`src/rtl/slt_serial.sv`:
```
// Bit-serial signed less-than comparator: subtracts LSB-first through a 1-bit adder cell, N cycles per compare.
// Optional macro SLT_SERIAL_UNSIGNED_EN adds an is_unsigned input selecting an unsigned compare.
module slt_serial #(
   parameter int N = 32
) (
   input  logic         clk,
   input  logic         rst,
   input  logic         in_valid,
   output logic         in_ready,
   input  logic [N-1:0] a,
   input  logic [N-1:0] b,
`ifdef SLT_SERIAL_UNSIGNED_EN
   input  logic         is_unsigned,
`endif
   output logic         out_valid,
   input  logic         out_ready,
   output logic         out,
   output logic         busy
);

   localparam int CW = $clog2(N) + 1;

   typedef enum logic [1:0] {IDLE, SHIFT, DONE} state_t;

   state_t         state_q, state_d;
   logic [N-1:0]   a_sr_q, a_sr_d;
   logic [N-1:0]   b_sr_q, b_sr_d;
   logic           carry_q, carry_d;
   logic [CW-1:0]  cnt_q, cnt_d;
   logic           sa_q, sa_d;
   logic           sb_q, sb_d;
   logic           out_q, out_d;
`ifdef SLT_SERIAL_UNSIGNED_EN
   logic           uns_q, uns_d;
`endif

   logic           diff_bit;
   logic           carry_nxt;
   logic           last_bit;
   logic           result;

   function automatic logic maj3(input logic x, input logic y, input logic z);
      return (x & y) | (x & z) | (y & z);
   endfunction

   // a - b computed as a + ~b + 1; the carry flop starts at 1 to supply the +1
   assign diff_bit  = a_sr_q[0] ^ b_sr_q[0] ^ carry_q;
   assign carry_nxt = maj3(a_sr_q[0], b_sr_q[0], carry_q);
   assign last_bit  = (cnt_q == CW'(N - 1));

`ifdef SLT_SERIAL_UNSIGNED_EN
   // No carry out of the MSB means a borrow, i.e. a < b unsigned
   assign result = uns_q ? ~carry_nxt : ((sa_q != sb_q) ? sa_q : diff_bit);
`else
   assign result = (sa_q != sb_q) ? sa_q : diff_bit;
`endif

   always_comb begin
      state_d = state_q;
      a_sr_d  = a_sr_q;
      b_sr_d  = b_sr_q;
      carry_d = carry_q;
      cnt_d   = cnt_q;
      sa_d    = sa_q;
      sb_d    = sb_q;
      out_d   = out_q;
`ifdef SLT_SERIAL_UNSIGNED_EN
      uns_d   = uns_q;
`endif
      case (state_q)
         IDLE: begin
            if (in_valid) begin
               a_sr_d  = a;
               b_sr_d  = ~b;
               carry_d = 1'b1;
               cnt_d   = '0;
               sa_d    = a[N-1];
               sb_d    = b[N-1];
`ifdef SLT_SERIAL_UNSIGNED_EN
               uns_d   = is_unsigned;
`endif
               state_d = SHIFT;
            end
         end
         SHIFT: begin
            a_sr_d  = a_sr_q >> 1;
            b_sr_d  = b_sr_q >> 1;
            carry_d = carry_nxt;
            cnt_d   = cnt_q + CW'(1);
            if (last_bit) begin
               out_d   = result;
               state_d = DONE;
            end
         end
         DONE: begin
            if (out_ready) state_d = IDLE;
         end
         default: state_d = IDLE;
      endcase
   end

   always_ff @(posedge clk) begin
      if (rst) begin
         state_q <= IDLE;
         a_sr_q  <= '0;
         b_sr_q  <= '0;
         carry_q <= 1'b0;
         cnt_q   <= '0;
         sa_q    <= 1'b0;
         sb_q    <= 1'b0;
         out_q   <= 1'b0;
`ifdef SLT_SERIAL_UNSIGNED_EN
         uns_q   <= 1'b0;
`endif
      end else begin
         state_q <= state_d;
         a_sr_q  <= a_sr_d;
         b_sr_q  <= b_sr_d;
         carry_q <= carry_d;
         cnt_q   <= cnt_d;
         sa_q    <= sa_d;
         sb_q    <= sb_d;
         out_q   <= out_d;
`ifdef SLT_SERIAL_UNSIGNED_EN
         uns_q   <= uns_d;
`endif
      end
   end

   assign in_ready  = (state_q == IDLE);
   assign out_valid = (state_q == DONE);
   assign busy      = (state_q == SHIFT) || (state_q == DONE);
   assign out       = out_q;

endmodule

```
`config.mk`:
```
export PLATFORM = sky130hd
export DESIGN_NAME = slt_serial
export DESIGN_NICKNAME = d
export VERILOG_FILES = /design/src/rtl/slt_serial.sv
export SDC_FILE = /design/constraint.sdc
export NUM_CORES = 1
export LEC_CHECK = 0
export ABC_CLOCK_PERIOD_IN_PS = 2000
export CORE_MARGIN = 3
export CORE_UTILIZATION = 25
export DETAILED_ROUTE_END_ITERATION = 10
export GPL_ROUTABILITY_DRIVEN = 0
export HOLD_SLACK_MARGIN = 0.12
export PLACE_DENSITY = 0.41
export SLEW_MARGIN = 20
export SYNTH_ARGS = -nofsm -noshare
export SYNTH_HDL_FRONTEND = slang
export SYNTH_SLANG_ARGS = --single-unit
```
`constraint.sdc`:
```
create_clock -name clk -period 2 [get_ports clk]
set_clock_uncertainty 0.2 [all_clocks]
set_input_delay 0.4 -clock clk [delete_from_list [all_inputs] [get_ports clk]]
set_output_delay 0.4 -clock clk [all_outputs]
set_load 0.005 [all_outputs]
```
==> summary.md <==
| Metric | Value |
|---|---|
| Row count | between 40 and 50 |
| Reg clk slew, reported paths | approximately 0.06 ns |
| Detailed Place HPWL | ~6000 um |
| Vias in the first global route | between 3000 and 4000 |
| Final core occ | between 30 and 40% |
| Mean Syn Cell Area | approximately 8.9 um2 |
| Fraction of layout cells with a size suffix above 1 | 10.7% |
| WL/cell | 13.8 um |
| Asr flop ratio synth | 0% |
| Worst Max-Slew Pin Slew | between 0.3 and 0.4 ns |
| Count of different cell masters after synthesis | 37 |
| Clock tree sinks | 76 |
| CP cell instances | inv_2 -> ha_4 -> clkdlybuf4s50_1 |
| Cell count after synthesis | between 400 and 500 |
| # fillers | between 1000 and 1500 |
| Port Buffers | 71 |
| Final ANT Viol Nets | 0 |
| CP required | 1.40 ns |
| Post-CTS Hold Fix Bufs | 0 |
| WS Path Type | reg2out |
| Pwr Density | around 1300 mW/mm2 |
| Yosys warns | 0 |
| Vias post-DR | a little over 3000 |
| Die ar. | around 0.016 mm2 |
| FMAX | about 500 MHz |
| Seq/Total Area, Yosys | between 40% and 50% |
| Final wirelength | between 9000 and 10000 um |
| DRC | 0 |
| Post-synth top area cell | dfxtp_1 |
| Initial Utilization | about 26% |
| Crit. End Element | output port |
| Die height | about 130 um |
| Setup crit start kind | register |
| Final Cycle Share | a little over nine tenths |
| GRT overflow | 0 |
| Core box area | about 0.014 mm2 |
| Critical Path AT | about 1.4 ns |
| DR pass1 iterations | 4 |
| Pins Over Slew Limit | 0 |
| Setup-failing EPs final | 0 |
| H-tree depth | 3 |
| Post-Syn Area | around 0.0036 mm2 |
| Final Cell Area | a little under 0.005 mm2 |
| N_diodes | 0 |
| Top cells by area, synth | dfxtp_1, mux2i_1, a211oi_1 |
| Clk Latency, worst-skew pair | 0.33 ns |
| Syn nets | 476 |
| Final WS setup | about 0.054 ns |
| Synth top area share | 42.5% |
| TritonCTS Buffers | 9 |
| First-pass GRT wire length | between 15000 and 20000 um |
| CP peak stage delay | 0.49 ns |
| Largest net degree at the start of global routing | 42 |
| Post-Place Setup Slack | -0.131 ns |
| Number of nets in the layout | around 550 |
| DRT iter0 DRCs | between 100 and 150 |
| Worst vdd ir | between 400 and 500 uV |
| Max clock buf depth | 2 |
| Slowest-stage cell, CP | clkdlybuf4s50_1 |
| Number of flops mapped to enable cells by yosys | 0 |
| CTS tree | done |
| Slew HR | about 73% |
| Max Cap Viol | 0 |
| Total GRT Usage | 11.8% |
| Via/cell ratio | around 4.6 |
| Root buffer cell | clkbuf_16 |
| Setup TNS Final | 0 ns |
| Antenna violations before repair | 0 |
| Primary FF master, synth | dfxtp_1 |
| Post-DP Area | about 0.0046 mm2 |
| P&R area growth vs syn | 37.9% |
| Die span in x | around 130 um |
| Final worst path period need | around 1.9 ns |
| Count leader, synth | dfxtp_1 |
| Endpoints failing hold | 0 |
| I/O pin cnt | a little over 70 |
| Tightest Hold Check Type | reg2reg |
| Status | complete, no violations |
| #FFs+latches synth | 76 |
| Synth top cells by count | dfxtp_1, a21oi_1, nand2_1 |
| Leak | approximately 1.8 nW |
| RSZ-0062 raised after global routing | false |
| Critical Path Fanout Max | 2 |
[layout make-up]
cell class                      count  area (um2)  area share [%]
Tap cell                          180         225            4.56
Timing Repair Buffer               94         976            19.8
Clock buffer                       12         256            5.19
Multi-Input combinational cell    286        1890            38.3
Clock inverter                      4        47.5           0.963
Sequential cell                    76        1520            30.8
Inverter                            5        18.8           0.380
[per-stage QoR]
| step | hold WS (ns) | power (mW) | cells |
|---|---|---|---|
| after CTS | 0.252 | 6.36 | 655 |
| after floorplan | 0.232 | 3.88 | 403 |
| final | 0.249 | 6.31 | 657 |
| after global routing | 0.269 | 6.80 | 657 |
| after detailed placement | 0.243 | 4.65 | 639 |
| after global placement | 0.238 | 4.62 | 639 |
[cells in the final DEF, fill, tap and decap left out, types with 3 or more instances in the layout]
cell type | netlist | layout
o31ai_1 | 3 | 3
o21ai_0 | 4 | 4
clkdlybuf4s50_1 | 0 | 68
mux2i_1 | 34 | 33
dfxtp_1 | 76 | 75
or4_1 | 3 | 3
a21oi_1 | 41 | 40
a211oi_1 | 33 | 33
a2111oi_0 | 3 | 3
buf_12 | 0 | 6
nor2_1 | 33 | 33
buf_4 | 1 | 14
nand3b_1 | 3 | 3
clkbuf_16 | 0 | 10
nand3_1 | 3 | 3
nand2_1 | 38 | 38
nor2b_1 | 4 | 4
inv_2 | 1 | 3
o211ai_1 | 31 | 31
nand2b_1 | 33 | 33
[kinds of logic (layout without fill, tap and decap cells)]
kind of cell / after synthesis / in the layout / synth area share [%]
and+or+nand+nor: 125 / 125 / 17.3
AOI/OAI and AO/OA: 120 / 120 / 22.3
DFF: 76 / 76 / 42.5
buffers and inverters: 41 / 115 / 5.90
muxes: 35 / 35 / 9.82
adders and majority gates: 5 / 5 / 1.96
xor gates and xnor gates: 1 / 1 / 0.245
[worst max-delay path: cells and delay by family (launching register included)]
family / cells / cell delay (ns)
buffers and inverters: 2 / 0.56
adder cells (fa/ha/maj): 1 / 0.13
flip-flops: 1 / 0.33
[final timing paths]
check | from | endpoint | cells after the start | slack (ns)
hold reg to reg | b_sr_q[29] | b_sr_q[29] | 2 | 0.25
setup reg to reg | state_q[1] | b_sr_q[29] | 8 | 0.10
setup / recovery | state_q[1] | in_ready | 3 | 0.05
hold / removal | b_sr_q[29] | b_sr_q[29] | 2 | 0.25
[repair_timing]
item                       4_1_cts  5_1_grt
hold endpoints to repair         0        0
setup buffers                    0        1
gates resized for setup          6        4
setup endpoints to repair        2       17
cloned                           0        1
pin swaps                        0        2
[registers in the layout (all words and copies together), names as in the netlist]
name     count
a_sr_q      32
b_sr_q      32
state_q      2
out          1
cnt_q        6
sa_q         1
sb_q         1
carry_q      1
[per-layer routing]
layer	part of all wire [%]	GRT usage, %	vias to the layer above
li1	-	-	1581
met1	50	16.3	1378
met2	44	17.8	59
met3	5.0	3.27	7
met4	1.0	3.64	0
met5	0	0	-
[where the power goes]
group	internal [mW]	switching, mW
clock	1.03	0.621
combinational	1.27	1.30
sequential	1.90	0.191
Power figures use the tool's default switching activity.
